File: config.mk
export PLATFORM = sky130hd
export DESIGN_NAME = pixel_unpacker
export DESIGN_NICKNAME = d
export VERILOG_FILES = /design/src/rtl/pixel_unpacker.sv
export SDC_FILE = /design/constraint.sdc
export NUM_CORES = 1
export LEC_CHECK = 0
export CORE_MARGIN = 2
export CORE_UTILIZATION = 60
export CTS_CLUSTER_DIAMETER = 80
export DETAILED_ROUTE_END_ITERATION = 16
export GPL_TIMING_DRIVEN = 0
export PLACE_DENSITY_LB_ADDON = 0.25
export SYNTH_ARGS = -nofsm -noshare
export SYNTH_HDL_FRONTEND = slang
export SYNTH_SLANG_ARGS = --single-unit
File: constraint.sdc
create_clock -name aclk -period 12.3 [get_ports aclk]
set_input_delay 2.46 -clock aclk [delete_from_list [all_inputs] [get_ports aclk]]
set_output_delay 2.46 -clock aclk [all_outputs]
set_load 0.1 [all_outputs]
File: src/rtl/pixel_unpacker.sv
// Unpacks 24-bit RGB pixels from a 32-bit AXI-Stream word stream, tags them with
// x/y/SOF/EOL, and checks line/frame framing against tuser/tlast.
module pixel_unpacker #(
  parameter int X_SIZE = 640,
  parameter int Y_SIZE = 480
) (
  input  logic        aclk,
  input  logic        areset,
  input  logic [31:0] in_stream_tdata,
  input  logic [3:0]  in_stream_tkeep,
  input  logic        in_stream_tlast,
  input  logic        in_stream_tuser,
  input  logic        in_stream_tvalid,
  output logic        in_stream_tready,
  output logic [7:0]  pix_r,
  output logic [7:0]  pix_g,
  output logic [7:0]  pix_b,
  output logic [9:0]  pix_x,
  output logic [8:0]  pix_y,
  output logic        pix_sof,
  output logic        pix_eol,
  output logic        pix_valid,
  input  logic        pix_ready,
  output logic        frame_done,
  output logic [15:0] frame_count,
  output logic        sof_err,
  output logic        eol_err,
  input  logic        err_clear
);

  localparam int WORDS_PER_LINE = 3 * X_SIZE / 4;
  localparam logic [15:0] LAST_W = 16'(WORDS_PER_LINE - 1);
  localparam logic [9:0]  X_LAST = 10'(X_SIZE - 1);
  localparam logic [8:0]  Y_LAST = 9'(Y_SIZE - 1);

  typedef enum logic {S_HUNT, S_RUN} state_t;

  typedef struct packed {
    logic [7:0] r;
    logic [7:0] g;
    logic [7:0] b;
    logic [9:0] x;
    logic [8:0] y;
    logic       sof;
    logic       eol;
  } pix_t;

  state_t      r_state, w_state_nxt;
  logic [1:0]  r_phase;
  logic [15:0] r_widx;
  logic [9:0]  r_x;
  logic [8:0]  r_y;
  logic [15:0] r_res;
  pix_t        r_out, r_pend;
  logic        r_out_valid, r_pend_valid;
  logic        r_sof_err, r_eol_err;
  logic [15:0] r_frame_count;

  logic        w_tready, w_acc, w_start, w_proc, w_sof_hit, w_eol_hit;
  logic        w_last_word, w_line_end, w_two, w_fdone;
  logic [1:0]  w_ph, w_phase_nxt;
  logic [15:0] w_wi, w_widx_nxt, w_res, w_res_nxt;
  logic [9:0]  w_cx, w_x_nxt;
  logic [8:0]  w_cy, w_y_nxt;
  logic [7:0]  w_b0, w_b1, w_b2, w_b3;
  pix_t        w_p0, w_p1;
  logic        w_unused_keep;

  // Every word is treated as full, so tkeep carries no information here.
  assign w_unused_keep = ^in_stream_tkeep;

  assign w_tready = ~areset & ~r_pend_valid & (~r_out_valid | pix_ready);
  assign w_acc    = in_stream_tvalid & w_tready;
  assign w_fdone  = r_out_valid & pix_ready & (r_out.x == X_LAST) & (r_out.y == Y_LAST);

  always_comb begin
    w_state_nxt = r_state;
    w_start     = 1'b0;
    w_proc      = 1'b0;
    w_sof_hit   = 1'b0;
    case (r_state)
      S_HUNT: begin
        if (w_acc && in_stream_tuser) begin
          w_state_nxt = S_RUN;
          w_start     = 1'b1;
          w_proc      = 1'b1;
        end
      end
      S_RUN: begin
        w_proc    = w_acc;
        w_start   = w_acc & in_stream_tuser;
        w_sof_hit = w_acc & in_stream_tuser & ((r_widx != '0) | (r_y != '0));
      end
      default: w_state_nxt = S_HUNT;
    endcase
  end

  // A frame start (first sync or misplaced tuser) drops residual bytes and zeroes position.
  always_comb begin
    w_ph = w_start ? 2'd0  : r_phase;
    w_wi = w_start ? '0    : r_widx;
    w_cx = w_start ? '0    : r_x;
    w_cy = w_start ? '0    : r_y;
    w_res = w_start ? '0   : r_res;
    {w_b3, w_b2, w_b1, w_b0} = in_stream_tdata;

    w_p0      = '0;
    w_p1      = '0;
    w_two     = 1'b0;
    w_res_nxt = '0;
    case (w_ph)
      2'd0: begin
        {w_p0.r, w_p0.g, w_p0.b} = {w_b0, w_b1, w_b2};
        w_res_nxt = {8'h00, w_b3};
      end
      2'd1: begin
        {w_p0.r, w_p0.g, w_p0.b} = {w_res[7:0], w_b0, w_b1};
        w_res_nxt = {w_b3, w_b2};
      end
      default: begin
        {w_p0.r, w_p0.g, w_p0.b} = {w_res[7:0], w_res[15:8], w_b0};
        {w_p1.r, w_p1.g, w_p1.b} = {w_b1, w_b2, w_b3};
        w_two = 1'b1;
      end
    endcase
    w_p0.x   = w_cx;
    w_p0.y   = w_cy;
    w_p0.sof = (w_cx == '0) && (w_cy == '0);
    w_p0.eol = (w_cx == X_LAST);
    w_p1.x   = w_cx + 10'd1;
    w_p1.y   = w_cy;
    w_p1.sof = 1'b0;
    w_p1.eol = ((w_cx + 10'd1) == X_LAST);

    // The word counter is authoritative: the line ends at the last word even without tlast.
    w_last_word = (w_wi == LAST_W);
    w_line_end  = w_last_word | in_stream_tlast;
    w_eol_hit   = w_proc & (in_stream_tlast ^ w_last_word);

    if (w_line_end) begin
      w_widx_nxt  = '0;
      w_phase_nxt = 2'd0;
      w_x_nxt     = '0;
      w_y_nxt     = (w_cy == Y_LAST) ? 9'd0 : w_cy + 9'd1;
      w_res_nxt   = '0;
    end else begin
      w_widx_nxt  = w_wi + 16'd1;
      w_phase_nxt = (w_ph == 2'd2) ? 2'd0 : w_ph + 2'd1;
      w_x_nxt     = w_cx + (w_two ? 10'd2 : 10'd1);
      w_y_nxt     = w_cy;
    end
  end

  always_ff @(posedge aclk or posedge areset) begin
    if (areset) begin
      r_state       <= S_HUNT;
      r_phase       <= '0;
      r_widx        <= '0;
      r_x           <= '0;
      r_y           <= '0;
      r_res         <= '0;
      r_out         <= '0;
      r_pend        <= '0;
      r_out_valid   <= 1'b0;
      r_pend_valid  <= 1'b0;
      r_sof_err     <= 1'b0;
      r_eol_err     <= 1'b0;
      r_frame_count <= '0;
    end else begin
      r_state <= w_state_nxt;
      if (w_proc) begin
        r_phase      <= w_phase_nxt;
        r_widx       <= w_widx_nxt;
        r_x          <= w_x_nxt;
        r_y          <= w_y_nxt;
        r_res        <= w_res_nxt;
        r_out        <= w_p0;
        r_out_valid  <= 1'b1;
        r_pend       <= w_p1;
        r_pend_valid <= w_two;
      end else if (r_out_valid && pix_ready) begin
        if (r_pend_valid) begin
          r_out        <= r_pend;
          r_pend_valid <= 1'b0;
        end else begin
          r_out_valid  <= 1'b0;
        end
      end
      r_sof_err <= (r_sof_err & ~err_clear) | w_sof_hit;
      r_eol_err <= (r_eol_err & ~err_clear) | w_eol_hit;
      if (w_fdone) r_frame_count <= r_frame_count + 16'd1;
    end
  end

  assign in_stream_tready = w_tready;
  assign pix_r       = r_out.r;
  assign pix_g       = r_out.g;
  assign pix_b       = r_out.b;
  assign pix_x       = r_out.x;
  assign pix_y       = r_out.y;
  assign pix_sof     = r_out.sof;
  assign pix_eol     = r_out.eol;
  assign pix_valid   = r_out_valid;
  assign frame_done  = w_fdone;
  assign frame_count = r_frame_count;
  assign sof_err     = r_sof_err;
  assign eol_err     = r_eol_err;

endmodule

==> run_results.csv <==
group,metric,value,unit
outcome,status,"complete, no violations",
synthesis,ys_seq_elements,163,
power,power_frac_seq,31.8,%
timing,setup_viol,0,
floorplan,core_area,13720,sq um
critical_path,crit_path_start,"pix_ready",
synthesis,syn-cell-area,8328,sq um
global_route,grt_max_degree,116,
timing,grt_setup_unrepaired,"no",
timing,max_freq,126.8,MHz
critical_path,r2r-end,"r_res[0]",
layout,fin_nets,1074,
timing,post-route-min-period,7888,ps
timing,maxSlewHeadroom,26.78,%
layout,diodes,0,
floorplan,die_area,14840,sq um
detailed_routing,drt_iter0_markers,1205,
synthesis,synth_edf_count,0,
layout,drive_above_1_share,5.706,%
layout,fillerInstances,965,
power,leakage,0.004484,uW
cts,cts.clk_slew.worst_paths,60,ps
place,place.port_buffers,104,
critical_path,end_kind,"primary output",
cts,ctsLongestPathBuffers,2,
critical_path,start_kind,"input pin",
timing,tightestPinTransition,1089,ps
synthesis,synth-seq-area-share,48.98,%
layout,fin_cells,1214,
place,pre_cts_slack,4472,ps
cts,cts.sinks,163,
cts,post_cts_buffers,0,
place,placed_area,9629,sq um
floorplan,initial_core_util,60.70,%
power,clockPowerShare,24.6,%
floorplan,dieHeight,121.8,um
cts,cts_tree,"done",
place,gp_congestion,0.9711,
synthesis,syn_avg_cell_area,9.284,sq um
detailed_routing,vias,8004,
global_route,grt_busiest_layer,"met2",
floorplan,row_count,43,
power,sw_frac_of_total,45.36,%
hold_path,hold_depth,1,
timing,layout_setup_ws,4412,ps
detailed_routing,drc,0,
detailed_routing,avgViaCountPerCell,6.593,
synthesis,ys.flop_type,"dfrtp_1",
global_route,use_met2,55.38,%
synthesis,yosys.area.top_type,"dfrtp_1",
layout,fin_area,10280,sq um
synthesis,ys_types,53,
power,pwr-share-comb,43.6,%
global_route,gr-usage-met1,51.00,%
synthesis,netlist_instances,897,
critical_path,crit_path_end,"frame_done",
global_route,grt.overflow.total,0,
timing,finalHoldViolations,0,
power,power_switching,1083,uW
global_route,antenna_found_initial,0,
synthesis,synth_top_area_share,48.98,%
global_route,grt_pass1_wl,42180,um
place,place_hpwl,17720,um
floorplan,die_w,121.8,um
cts,cts_resized,0,
layout,synthToLayoutAreaGrowth,23.42,%
detailed_routing,wl_per_cell,21.83,um
place,dp.cells,1182,
cts,cts-root-buf,"clkbuf_16",
synthesis,syn-num-nets,950,
timing,fin_skew,8.725,ps
synthesis,async_flop_share,100.0,%
power,peakVddDrop,0.2504,mV
synthesis,yosys_warnings,0,
timing,fin_crit_sh,64.13,%
hold_path,worstHoldPathType,"flip-flop to flip-flop",
critical_path,path_class,"input pin to primary output",
timing,slew_viol_final,0,
critical_path,cp_max_fo,6,
critical_path,r2r-start,"r_pend_valid",
power,cellInternalPower,1304,uW
global_route,grtUsageTotal,37.56,%
run,drv_cap,0,
critical_path,crit_required,9840,ps
global_route,met3_usage,10.02,%
critical_path,critPathArrivalTime,5430,ps
synthesis,synthTopCellsByArea,"dfrtp_1 (49%), nand2_1 (5.9%), a22o_1 (4.7%)",
timing,finalSetupTns,0,ps
detailed_routing,antenna_left,0,
detailed_routing,drt-total-wl,26500,um
critical_path,r2r_slack,7110,ps
cts,cts-htree-levels,4,
cts,clock_latency,450,ps
cts,cts_buffers,17,
critical_path,ff2ff_path_depth,14,
cts,ctsHoldBuffers,0,
power,pwr_density_cell,232.2,nW/um^2
detailed_routing,drtPass1Iterations,7,
timing,hold_ws,487.2,ps
global_route,grt_pass1_vias,7722,
floorplan,io_pins,109,
synth_stat cells, types with 5 or more instances:
master / count
nand3_1: 26
ha_1: 10
nor4_1: 12
mux2_2: 7
a211oi_1: 11
a22o_1: 45
nand4b_1: 7
nor2b_1: 11
nand2_1: 132
or4_1: 5
o21a_1: 10
xnor2_1: 19
a21o_1: 10
a31oi_1: 34
and2_1: 5
a221oi_1: 7
dfrtp_1: 163
buf_2: 9
a21oi_1: 60
nand4_1: 17
xor2_1: 8
inv_1: 27
and3_1: 18
clkbuf_1: 61
nor3_1: 14
o211ai_1: 5
o31ai_1: 6
a22oi_1: 5
a222oi_1: 8
nor2_1: 48
o21ai_0: 45
mux2i_1: 7
cell families (layout without fill, tap and decap cells):
family                     count (synthesis)  in the layout  share of synthesized area [%]
adders and majority gates                 11             11                          1.623
and+or+nand+nor                          319            319                          18.81
xor gates and xnor gates                  27             27                          2.840
muxes                                     14             14                          1.788
AOI/OAI and AO/OA                        262            262                          21.27
buffers and inverters                    101            238                          4.687
DFF                                      163            163                          48.98
power by group through the flow:
stage	sequential (uW)	combinational (uW)	clock, uW
finish	760	1040	587
global route	772	1090	609
CTS	754	1030	586
detailed placement	761	1020	0
global placement	760	1000	0
floorplan	1150	345	0
per-stage QoR:
| step | utilization, % | total power (uW) |
|---|---|---|
| floorplan | - | 1492 |
| global placement | 69.93 | 1762 |
| detailed placement | 70.19 | 1778 |
| CTS | 74.92 | 2366 |
| global route | 74.92 | 2467 |
| finish | 74.92 | 2387 |
cell usage in the layout (no fill, tap or decap), drive strengths merged, types with 18 or more instances in the layout:
| master | instances |
|---|---|
| and3 | 18 |
| a31oi | 34 |
| clkbuf | 79 |
| a22o | 45 |
| dfrtp | 163 |
| nor2 | 48 |
| o21ai | 45 |
| inv | 27 |
| nand2 | 132 |
| xnor2 | 19 |
| a21oi | 60 |
| nand3 | 26 |
| clkdlybuf4s50 | 104 |
registers in the layout, summed over array words and instances, names as in the netlist, 9 cells and up:
name / count
r_x: 10
r_widx: 16
r_y: 9
r_res: 16
frame_count: 16
pix_y: 9
pix_x: 10
r_pend: 44
area by class of cell:
class	instances	area, sq um	area share (%)
Sequential cell	163	4079	39.68
Buffer	73	285.3	2.775
Clock buffer	18	439.2	4.273
Tap cell	180	225.2	2.191
Multi-Input combinational cell	633	3859	37.54
Timing Repair Buffer	105	1069	10.40
Inverter	28	112.6	1.096
Clock inverter	14	210.2	2.045
worst max-delay path, cell delays in order:
cell             delay [ps]
clkdlybuf4s50_1         610
nand2_1                 210
or4_1                   580
nor3_2                  360
clkdlybuf4s50_1        1200
how the worst min path moves through the flow:
stage / slack, ps / endpoint / from
detailed placement: 470 / r_pend[19] / r_pend[19]
finish: 490 / frame_count[15] / frame_count[15]
global route: 490 / frame_count[15] / frame_count[15]
floorplan: 450 / r_pend[19] / r_pend[19]
global placement: 460 / frame_count[15] / frame_count[15]
CTS: 480 / r_pend[19] / r_pend[19]
per-layer routing:
metal,share of wire (%),vias to the layer above
met5,0,-
met4,4.6,0
met3,13,117
met2,45,570
met1,38,3805
li1,-,3512
(Power assumes the default switching activity.)
